**config.mk**
```make
export PLATFORM = sky130hd
export DESIGN_NAME = dec38_hold
export DESIGN_NICKNAME = d
export VERILOG_FILES = /design/src/rtl/dec38_hold.sv
export SDC_FILE = /design/constraint.sdc
export NUM_CORES = 1
export LEC_CHECK = 0
export CELL_PAD_IN_SITES_DETAIL_PLACEMENT = 2
export CELL_PAD_IN_SITES_GLOBAL_PLACEMENT = 2
export CORE_MARGIN = 4
export CORE_UTILIZATION = 36
export CTS_BUF_LIST = sky130_fd_sc_hd__clkbuf_16
export CTS_CLUSTER_SIZE = 10
export DETAILED_ROUTE_END_ITERATION = 10
export PLACE_DENSITY_LB_ADDON = 0.1
export SLEW_MARGIN = 20
export SYNTH_ARGS = -nofsm -noshare
export SYNTH_HDL_FRONTEND = slang
export SYNTH_SLANG_ARGS = --single-unit
```
**constraint.sdc**
```tcl
create_clock -name clk -period 6 [get_ports clk]
set_clock_uncertainty 0.2 [all_clocks]
set_input_delay 1.2 -clock clk [delete_from_list [all_inputs] [get_ports clk]]
set_output_delay 1.2 -clock clk [all_outputs]
set_load 0.01 [all_outputs]
```
**src/rtl/dec38_hold.sv**
```systemverilog
// Registered 3-to-8 decoder for the encode2seg LED bank: rebuilds a one-hot
// pattern from the encoder code, holds it briefly after valid drops, counts code changes.
module dec38_hold #(
    parameter int HOLD_CYCLES = 4,
    parameter int CNT_W       = 8
) (
    input  logic             clk,
    input  logic             rst,
    input  logic             en,
    input  logic             valid_in,
    input  logic [3:0]       code_in,
    output logic [7:0]       onehot_out,
    output logic             active,
    output logic [CNT_W-1:0] chg_cnt,
    output logic [1:0]       dbg_state
);

    localparam int HC_W = (HOLD_CYCLES > 0) ? $clog2(HOLD_CYCLES + 1) : 1;
    localparam logic [HC_W-1:0] HOLD_LOAD = (HOLD_CYCLES > 0) ? HC_W'(HOLD_CYCLES - 1) : '0;

    typedef enum logic [1:0] {
        IDLE = 2'd0,
        SHOW = 2'd1,
        HOLD = 2'd2
    } state_t;

    state_t           r_state;
    logic [7:0]       r_onehot;
    logic             r_active;
    logic [CNT_W-1:0] r_cnt;
    logic [HC_W-1:0]  r_hold;
    logic [2:0]       r_last;

    logic             w_legal;
    logic [7:0]       w_pat;
    logic             w_diff;
    logic [CNT_W-1:0] w_cnt_inc;

    assign w_legal   = valid_in & ~code_in[3];
    assign w_pat     = 8'd1 << code_in[2:0];
    assign w_diff    = (code_in[2:0] != r_last);
    // Saturate at all-ones so the debug readout never wraps back to a small value.
    assign w_cnt_inc = (r_cnt == '1) ? r_cnt : r_cnt + CNT_W'(1);

    always_ff @(posedge clk or posedge rst) begin
        if (rst) begin
            r_state  <= IDLE;
            r_onehot <= 8'h00;
            r_active <= 1'b0;
            r_cnt    <= '0;
            r_hold   <= '0;
            r_last   <= 3'b000;
        end else if (!en) begin
            r_state  <= IDLE;
            r_onehot <= 8'h00;
            r_active <= 1'b0;
            r_hold   <= '0;
        end else begin
            case (r_state)
                IDLE: begin
                    if (w_legal) begin
                        r_state  <= SHOW;
                        r_onehot <= w_pat;
                        r_active <= 1'b1;
                        r_last   <= code_in[2:0];
                        r_cnt    <= w_cnt_inc;
                    end
                end
                SHOW, HOLD: begin
                    if (w_legal) begin
                        r_state  <= SHOW;
                        r_onehot <= w_pat;
                        r_active <= 1'b1;
                        r_last   <= code_in[2:0];
                        r_hold   <= '0;
                        if (w_diff) r_cnt <= w_cnt_inc;
                    end else if (r_state == SHOW && HOLD_CYCLES > 0) begin
                        r_state <= HOLD;
                        r_hold  <= HOLD_LOAD;
                    end else if (r_state == HOLD && r_hold != '0) begin
                        r_hold <= r_hold - HC_W'(1);
                    end else begin
                        r_state  <= IDLE;
                        r_onehot <= 8'h00;
                        r_active <= 1'b0;
                        r_hold   <= '0;
                    end
                end
                default: begin
                    r_state  <= IDLE;
                    r_onehot <= 8'h00;
                    r_active <= 1'b0;
                    r_hold   <= '0;
                end
            endcase
        end
    end

    assign onehot_out = r_onehot;
    assign active     = r_active;
    assign chg_cnt    = r_cnt;
    assign dbg_state  = r_state;

endmodule

```
=== Word level (Yosys, flattened, before mapping) ===
Cells that the tools add are included.

* Flip-flop bits (word level): 25
* Output and inout port bits: 19
* Logic and storage cells: 61

* Add/sub/neg operators: 2
* Equality and inequality tests: 12
* Shift-type cells: 1
* Muxes and demuxes: 28
* Bitwise gates (word level): 2
* Reduce and logical (&&, ||, !) cells: 10

{| class="wikitable"
|+ Operator list
! cell !! count
|-
| $mux 8 || 9
|-
| $pmux 8 s2 || 2
|-
| $mux 3 || 4
|-
| $mux 2 || 5
|-
| $add 8x1->8 const B || 1
|-
| $eq 8x8->1 const B || 1
|-
| $ne 2x2->1 const B || 4
|-
| $ne 4x4->1 const B || 2
|-
| $shl 1x3->8 const A || 1
|-
| $pmux 3 s2 || 1
|-
| $reduce_and 3->1 || 2
|-
| $mux 1 || 5
|-
| $ne 5x5->1 const B || 1
|-
| $reduce_and 5->1 || 1
|-
| $pmux 2 s2 || 1
|-
| $ne 3x3->1 || 1
|-
| $ne 3x3->1 const B || 1
|-
| $reduce_bool 3->1 || 1
|-
| $reduce_or 3->1 || 1
|-
| $sub 3x1->3 const B || 1
|-
| $eq 2x1->1 const B || 1
|-
| $eq 2x2->1 const B || 1
|-
| $logic_not 2->1 || 1
|-
| $pmux 1 s2 || 1
|-
| other kinds (6) || 6
|}

=== Logic depth before layout (Yosys ltp) ===
Gate-level depths: netlist (run 1).

* Depth after elaboration: 7
* Depth in mapped cells: 7
* Depth with buffers taken out: 6

=== Worst setup path before layout (run 1) ===
Ideal clock, no wire load.

* Kind: in2reg
* Start point: in code_in[0]
* End point: reg r_cnt[1], in the netlist chg_cnt[1]
* Arrival time: 2.153 ns
* Required time: 5.675 ns
* Path slack: 3.522 ns
* Stages on the path: 6
* Path buffers: 2
* Cell sequence: buf_4 xnor2_1 and4_4 buf_6 nor2_4 mux2_4

* Word-level cells in the longest chain between the ends: 3

{| class="wikitable"
|+ Ends and longest elaborated chain
! what !! RTL line !! source
|-
| start: declaration || 11 || <nowiki>input logic [3:0] code_in,</nowiki>
|-
| $ne 3x3->1 || 41 || <nowiki>assign w_diff = (code_in[2:0] != r_last);</nowiki>
|-
| $ne 2x2->1 (no line) || -- ||
|-
| $reduce_and 5->1 (no line) || -- ||
|-
| end signal: assignment || 66 || <nowiki>r_cnt <= w_cnt_inc;</nowiki>
|-
| end signal: assignment || 76 || <nowiki>if (w_diff) r_cnt <= w_cnt_inc;</nowiki>
|-
| end: declaration || 30 || <nowiki>logic [CNT_W-1:0] r_cnt;</nowiki>
|}

Every way passes these cells.
A chain may end at the register's enable or synchronous reset.

=== Worst setup path after layout (run 1) ===
* Start point: in code_in[3]
* End point: reg r_onehot[5], in the netlist onehot_out[5]

* Word-level cells in the longest chain between the ends: 5
* Elaborated cells on any way between the ends: 9

{| class="wikitable"
|+ Ends and longest elaborated chain
! what !! RTL line !! source
|-
| $not 1->1 (*) || 39 || <nowiki>assign w_legal = valid_in & ~code_in[3];</nowiki>
|-
| $and 1x1->1 (*) || 39 ||
|-
| $mux 8 || 70 || <nowiki>if (w_legal) begin</nowiki>
|-
| $pmux 8 s2 || 59 || <nowiki>case (r_state)</nowiki>
|-
| $mux 8 || 53 || <nowiki>end else if (!en) begin</nowiki>
|-
| end signal: assignment || 63 || <nowiki>r_onehot <= w_pat;</nowiki>
|-
| end signal: assignment || 72 || <nowiki>r_onehot <= w_pat;</nowiki>
|-
| end: declaration || 28 || <nowiki>logic [7:0] r_onehot;</nowiki>
|}

Every way passes the cells marked *; elsewhere a longest branch is shown, timed or not.

==> flow_metrics.py, run 1 <==
metrics = {
    "floorplan": {
        "dieWidth_um": 72.5,
        "core_region_area_sq_um": 4000,
        "die_y_um": 72.5,
        "fp.dieArea_sq_um": 5250,
        "rows": 23,
        "initial_core_util_pct": 37.4,
        "ios": 27,
    },
    "clock_tree": {
        "cts_tree": "done",
        "path_clk_slew_ns": 0.07,
        "post-cts-setup-buffer-count": 0,
        "htree_levels": 1,
        "cts_buffer_depth": 2,
        "cts_hold_buffers": 0,
        "cts_inserted_buffers": 3,
        "insertion_delay_ns": 0.26,
        "clock_sinks": 25,
        "cts_resized": 0,
        "root_buffer": "clkbuf_16",
    },
    "pwr": {
        "p_leak_nw": 0.796,
        "ir_worst_vdd_mv": 0.150,
        "p_per_area_nw_per_um2": 343,
    },
    "worst_setup_path": {
        "crit_path_max_incr_delay_ns": 0.49,
        "timing_worst_setup_path_type": "in2reg",
        "rr_worst_depth": 5,
        "path_cells": "clkdlybuf4s50_1 -> nand2b_1 -> nand2_1 -> a21oi_4 -> mux2_2",
        "start_kind": "input port",
        "required_ns": 5.95,
        "crit_fanout": 10,
        "crit_path_end_kind": "flop",
        "cp.arrival_ns": 2.78,
        "cpMaxStageDelayCell": "clkdlybuf4s50_1",
        "rrSetupSlack_ns": 3.61,
        "r2r-start": "dbg_state[0]",
        "timing.rr.end": "onehot_out[5]",
    },
    "placed_design": {
        "place_congestion": 0.706,
        "port_buffers": 26,
        "hpwl_mm": 2.57,
    },
    "layout": {
        "final_core_util_pct": 46.2,
        "final_cell_mix": "clkdlybuf4s50_1, dfrtp_1, inv_1",
        "fillers": 417,
        "final_common_cell": "clkdlybuf4s50_1",
        "register_area_sq_um": 626,
        "diodes": 0,
        "multi_input_area_sq_um": 769,
        "final_nets": 171,
        "syn_to_final_growth_pct": 23.6,
        "drive_gt1_share_pct": 15.6,
    },
    "grt": {
        "grt.total_usage_pct": 15.3,
        "grt_pass1_wl_mm": 6.29,
        "antenna_found_initial": 0,
        "grt-ovfl-total": 0,
        "grt_max_degree": 26,
        "first_global_vias": 1220,
    },
    "logic_synthesis": {
        "synth.area.mux_share_pct": 9.62,
        "synthAdderAreaFrac_pct": 6.69,
        "yosysSeqAreaShare_pct": 41.8,
        "synth_compound_area_share_pct": 9.70,
        "yosys_register_bits": 25,
        "synthFlopType": "dfrtp_1",
        "ys_warn_count": 0,
        "synth_edf_count": 0,
        "netlist-cell-type-count": 41,
        "syn_inst": 129,
        "synth_top_family_by_area": "simple AND/OR/NAND/NOR gates",
        "syn-cell-area_sq_um": 1500,
        "synth-xor-area-share_pct": 5.85,
        "synth.avg_cell_area_sq_um": 11.6,
        "syn-num-nets": 145,
        "synthSimpleGateAreaFrac_pct": 19.6,
        "ys_async_sr_fraction_pct": 100,
    },
    "detailed_routing": {
        "avgRoutedWirePerCell_um": 17.2,
        "drtIter0Drc": 23,
        "ant_nets": 0,
        "vias": 1056,
        "routed_wl_mm": 3.50,
        "first_pass_iters": 4,
        "drc": 0,
        "vias_per_cell": 5.18,
    },
    "timing": {
        "min_period_over_period_pct": 47.2,
        "hold_violations": 0,
        "timing_max_transition_violations_final": 0,
        "max-slew-margin-rel_pct": 36.3,
        "worst_pin_slew_ns": 0.950,
        "period_needed_ns": 2.83,
        "fin_setup_tns_ns": 0,
        "clock.fmax_ghz": 0.353,
        "setup_viol": 0,
        "rsz0062_at_grt": "false",
    },
    "worst_hold_path": {
        "hp-class": "reg2reg",
        "worstHoldStart": "chg_cnt[7]",
        "min_to": "chg_cnt[7]",
        "whs_path_depth": 1,
    },
    "flow_run": {
        "maxCapViolations": 0,
    },
    "run_status": {
        "status": "finished clean",
    },
}
[report_power, final]
part           internal, mW  leakage (nW)  switching, mW  total (mW)
sequential            0.201         0.329         0.0358       0.237
clock                0.0893        0.0423         0.0621       0.151
combinational         0.121         0.425          0.126       0.247
[flip-flops by register name, summed over array words and instances (netlist names)]
signal,cells
dbg_state,2
chg_cnt,8
active,1
r_last,3
r_hold,3
onehot_out,8
[routing by layer]
layer,routed length (um),track usage [%],vias up
met5,0,0,-
met4,55,5.12,0
met3,93,2.91,5
met2,1820,25.4,13
met1,1530,19.9,539
li1,-,-,499
[area by class of cell]
type | count | area share, %
clock buffers | 3 | 4.06
clock inverters | 1 | 0.203
inverters | 14 | 2.84
multi-input cells | 85 | 41.6
flip-flops and latches | 25 | 33.8
well taps | 50 | 3.38
repair buffers | 26 | 14.1
[through the flow]
step           std cells  hold slack, ns  total power, mW  cell area (sq um)  worst slack [ns]
3_3_place_gp         200           0.280            0.477               1770              2.96
2_1_floorplan        129           0.269            0.395               1500              3.52
5_1_grt              204           0.337            0.679               1850              3.09
3_5_place_dp         200           0.292            0.489               1770              2.88
6_report             204           0.298            0.635               1850              3.17
4_1_cts              204           0.307            0.646               1850              3.15
[worst max-delay path by stage]
stage | start | endpoint | slack [ns] | cells past startpoint
4_1_cts | code_in[3] | onehot_out[5] | 3.15 | 5
3_5_place_dp | code_in[3] | onehot_out[5] | 2.88 | 5
2_1_floorplan | code_in[0] | chg_cnt[1] | 3.52 | 6
3_3_place_gp | code_in[3] | onehot_out[3] | 2.96 | 5
6_report | code_in[3] | onehot_out[5] | 3.17 | 5
5_1_grt | code_in[3] | onehot_out[7] | 3.09 | 5
[critical path, delay by kind of cell]
kind,cells,cell delay [ns]
buffers and inverters,1,0.49
AOI/OAI and AO/OA,1,0.39
muxes,1,0.39
and+or+nand+nor,2,0.31
[Yosys cell counts, types with 2 or more instances]
cell type	n	area (sq um)
dfrtp_1	25	626
inv_1	14	52.6
ha_1	8	100
mux2_2	7	78.8
nand3_1	7	35.0
xor2_1	7	61.3
nand2_1	6	22.5
mux2i_1	5	50.1
nor2_1	4	15.0
a21oi_1	3	15.0
buf_6	3	33.8
nor4_2	3	37.5
or4b_1	3	30.0
xnor2_1	3	26.3
a21o_1	2	15.0
buf_4	2	15.0
nor3_1	2	10.0
o32ai_1	2	17.5
[cell families (layout without fill, tap and decap cells)]
group	Yosys count	after routing
AOI/OAI and AO/OA	15	15
adders and majority gates	8	8
xor gates and xnor gates	10	10
DFF	25	25
buffers and inverters	19	44
and+or+nand+nor	39	39
muxes	13	13
No activity file was read; power rests on OpenSTA's default activity.
==> run 2: changes to the inputs <==
Settings changed: CORE_UTILIZATION 36 to 31.
Clock period 6 ns to 2.6 ns, I/O delays scaled along.
==> run 2 against run 1 <==
Effect of this change:
- setup slack got worse by 2.8 ns
- utilization decreased by 6.1 points
- sequential share of layout area decreased by 0.63 points
- die area increased by 14%
- power increased by 130%
- cell area increased by 1.9%
- flip-flop and latch count unchanged
- hold slack improved by 0.011 ns
- critical endpoint is now onehot_out[3]
- largest cell class unchanged
- highest routed layer unchanged
==> flow_metrics.py, run 2 (synthesized netlist as in run 1, its figures left out) <==
metrics = {
    "run_status": {
        "status": "finished clean",
    },
    "clock_tree": {
        "path_clk_slew_ns": 0.07,
        "post-cts-setup-buffer-count": 0,
        "cts_resized": 0,
        "cts_tree": "done",
        "clock_sinks": 25,
        "htree_levels": 1,
        "cts_hold_buffers": 0,
        "insertion_delay_ns": 0.26,
        "cts_inserted_buffers": 3,
        "root_buffer": "clkbuf_16",
        "cts_buffer_depth": 2,
    },
    "layout": {
        "stdcell_area_sq_um": 1880,
        "final_common_cell": "clkdlybuf4s50_1",
        "final_nets": 175,
        "instances_no_fill": 212,
        "drive_gt1_share_pct": 17.7,
        "final_core_util_pct": 40.2,
        "syn_to_final_growth_pct": 25.9,
        "final_cell_mix": "clkdlybuf4s50_1, dfrtp_1, inv_1",
        "diodes": 0,
    },
    "timing": {
        "clock.fmax_ghz": 0.441,
        "hold_violations": 0,
        "fin_setup_tns_ns": 0,
        "period_needed_ns": 2.27,
        "min_period_over_period_pct": 87.1,
        "rsz0062_at_grt": "false",
        "worst_pin_slew_ns": 0.549,
        "setup_viol": 0,
        "max-slew-margin-rel_pct": 63.2,
        "timing_max_transition_violations_final": 0,
        "hold_ws_ns": 0.309,
    },
    "pwr": {
        "switching_share_pct": 34.9,
        "p_switching_mw": 0.512,
        "p_leak_nw": 0.820,
        "ir_worst_vdd_mv": 0.322,
        "p_clk_share_pct": 23.7,
        "p_per_area_nw_per_um2": 778,
        "p_int_mw": 0.954,
        "p_comb_share_pct": 39.1,
        "pwr-share-seq_pct": 37.2,
    },
    "floorplan": {
        "die_y_um": 77.5,
        "core_region_area_sq_um": 4690,
        "initial_core_util_pct": 31.9,
        "fp.dieArea_sq_um": 6000,
        "rows": 25,
        "ios": 27,
        "dieWidth_um": 77.5,
    },
    "grt": {
        "grt-ovfl-total": 0,
        "grt_pass1_wl_mm": 6.23,
        "grt.total_usage_pct": 13.0,
        "first_global_vias": 1222,
        "grt_max_degree": 26,
        "antenna_found_initial": 0,
    },
    "worst_setup_path": {
        "crit_path_max_incr_delay_ns": 0.42,
        "crit_family": "simple AND/OR/NAND/NOR gates",
        "rrSetupSlack_ns": 0.33,
        "timing_worst_setup_path_type": "reg2reg",
        "cpMaxStageDelayCell": "dfrtp_1",
        "cp_num_cells": 6,
        "rr_worst_depth": 6,
        "start_kind": "flop",
        "cp.arrival_ns": 2.21,
        "crit_fanout": 10,
        "crit_path_end_kind": "flop",
        "path_cells": "inv_1 -> ha_1 -> and3b_1 -> o21ai_4 -> and4bb_2 -> mux2_2",
        "required_ns": 2.55,
        "worst-path-buf-inv": 1,
    },
    "placed_design": {
        "placed_cell_area_sq_um": 1810,
        "placed_cells": 208,
        "place_congestion": 0.730,
        "port_buffers": 26,
        "hpwl_mm": 2.69,
    },
    "flow_run": {
        "maxCapViolations": 0,
    },
    "detailed_routing": {
        "ant_nets": 0,
        "vias": 1099,
        "avgRoutedWirePerCell_um": 16.7,
        "first_pass_iters": 2,
        "drtIter0Drc": 31,
        "vias_per_cell": 5.18,
        "routed_wl_mm": 3.55,
        "drc": 0,
    },
    "worst_hold_path": {
        "hp-class": "reg2reg",
        "whs_path_depth": 2,
    },
}
## run 2: cell types whose count changed in the layout (fill, tap and decap cells not counted)
cell,change
inv_1,+1
buf_4,+4
clkinv_1,-1
## run 2: per-stage QoR
| stage | total power, mW | setup slack, ns |
|---|---|---|
| 2_1_floorplan | 0.911 | 0.509 |
| 3_3_place_gp | 1.11 | 0.242 |
| 3_5_place_dp | 1.14 | 0.214 |
| 4_1_cts | 1.50 | 0.308 |
| 5_1_grt | 1.57 | 0.195 |
| 6_report | 1.47 | 0.334 |
## run 2: cell type report
cell class,count,area [sq um]
sequential,25,626
tap,54,67.6
timing repair buffer,30,290
fill,502,2810
multi-input combinational,85,769
clock buffer,3,75.1
clock inverter,1,3.75
inverter,14,52.6
## run 2: path summary, 6_finish.rpt
| path | end | start |
|---|---|---|
| min | r_hold[1] | r_hold[1] |
| max reg2reg | onehot_out[3] | dbg_state[0] |
| max | onehot_out[3] | dbg_state[0] |
| max in group asynchronous | r_last[2] | rst |
| min reg2reg | r_hold[1] | r_hold[1] |
| min in group asynchronous | active | rst |
## run 2: worst register-to-register path: cells and delay by family (launching register included)
kind / cells / cell delay, ns
buf+inv: 1 / 0.10
compound gates: 1 / 0.27
simple gates: 2 / 0.52
fa+ha+maj: 1 / 0.39
mux: 1 / 0.25
flops: 1 / 0.42
## run 2: metal layers
metal	wire length [um]	vias up	GRT usage [%]
li1	-	511	-
met1	1630	569	16.0
met2	1780	15	22.7
met3	97	4	2.32
met4	40	0	4.27
met5	0	-	0
## run 2: power by group through the flow
stage,sequential (mW),clock (mW),combinational [mW]
floorplan,0.569,0,0.342
global placement,0.548,0,0.566
detailed placement,0.555,0,0.581
CTS,0.549,0.365,0.587
global route,0.562,0.384,0.629
finish,0.546,0.347,0.573
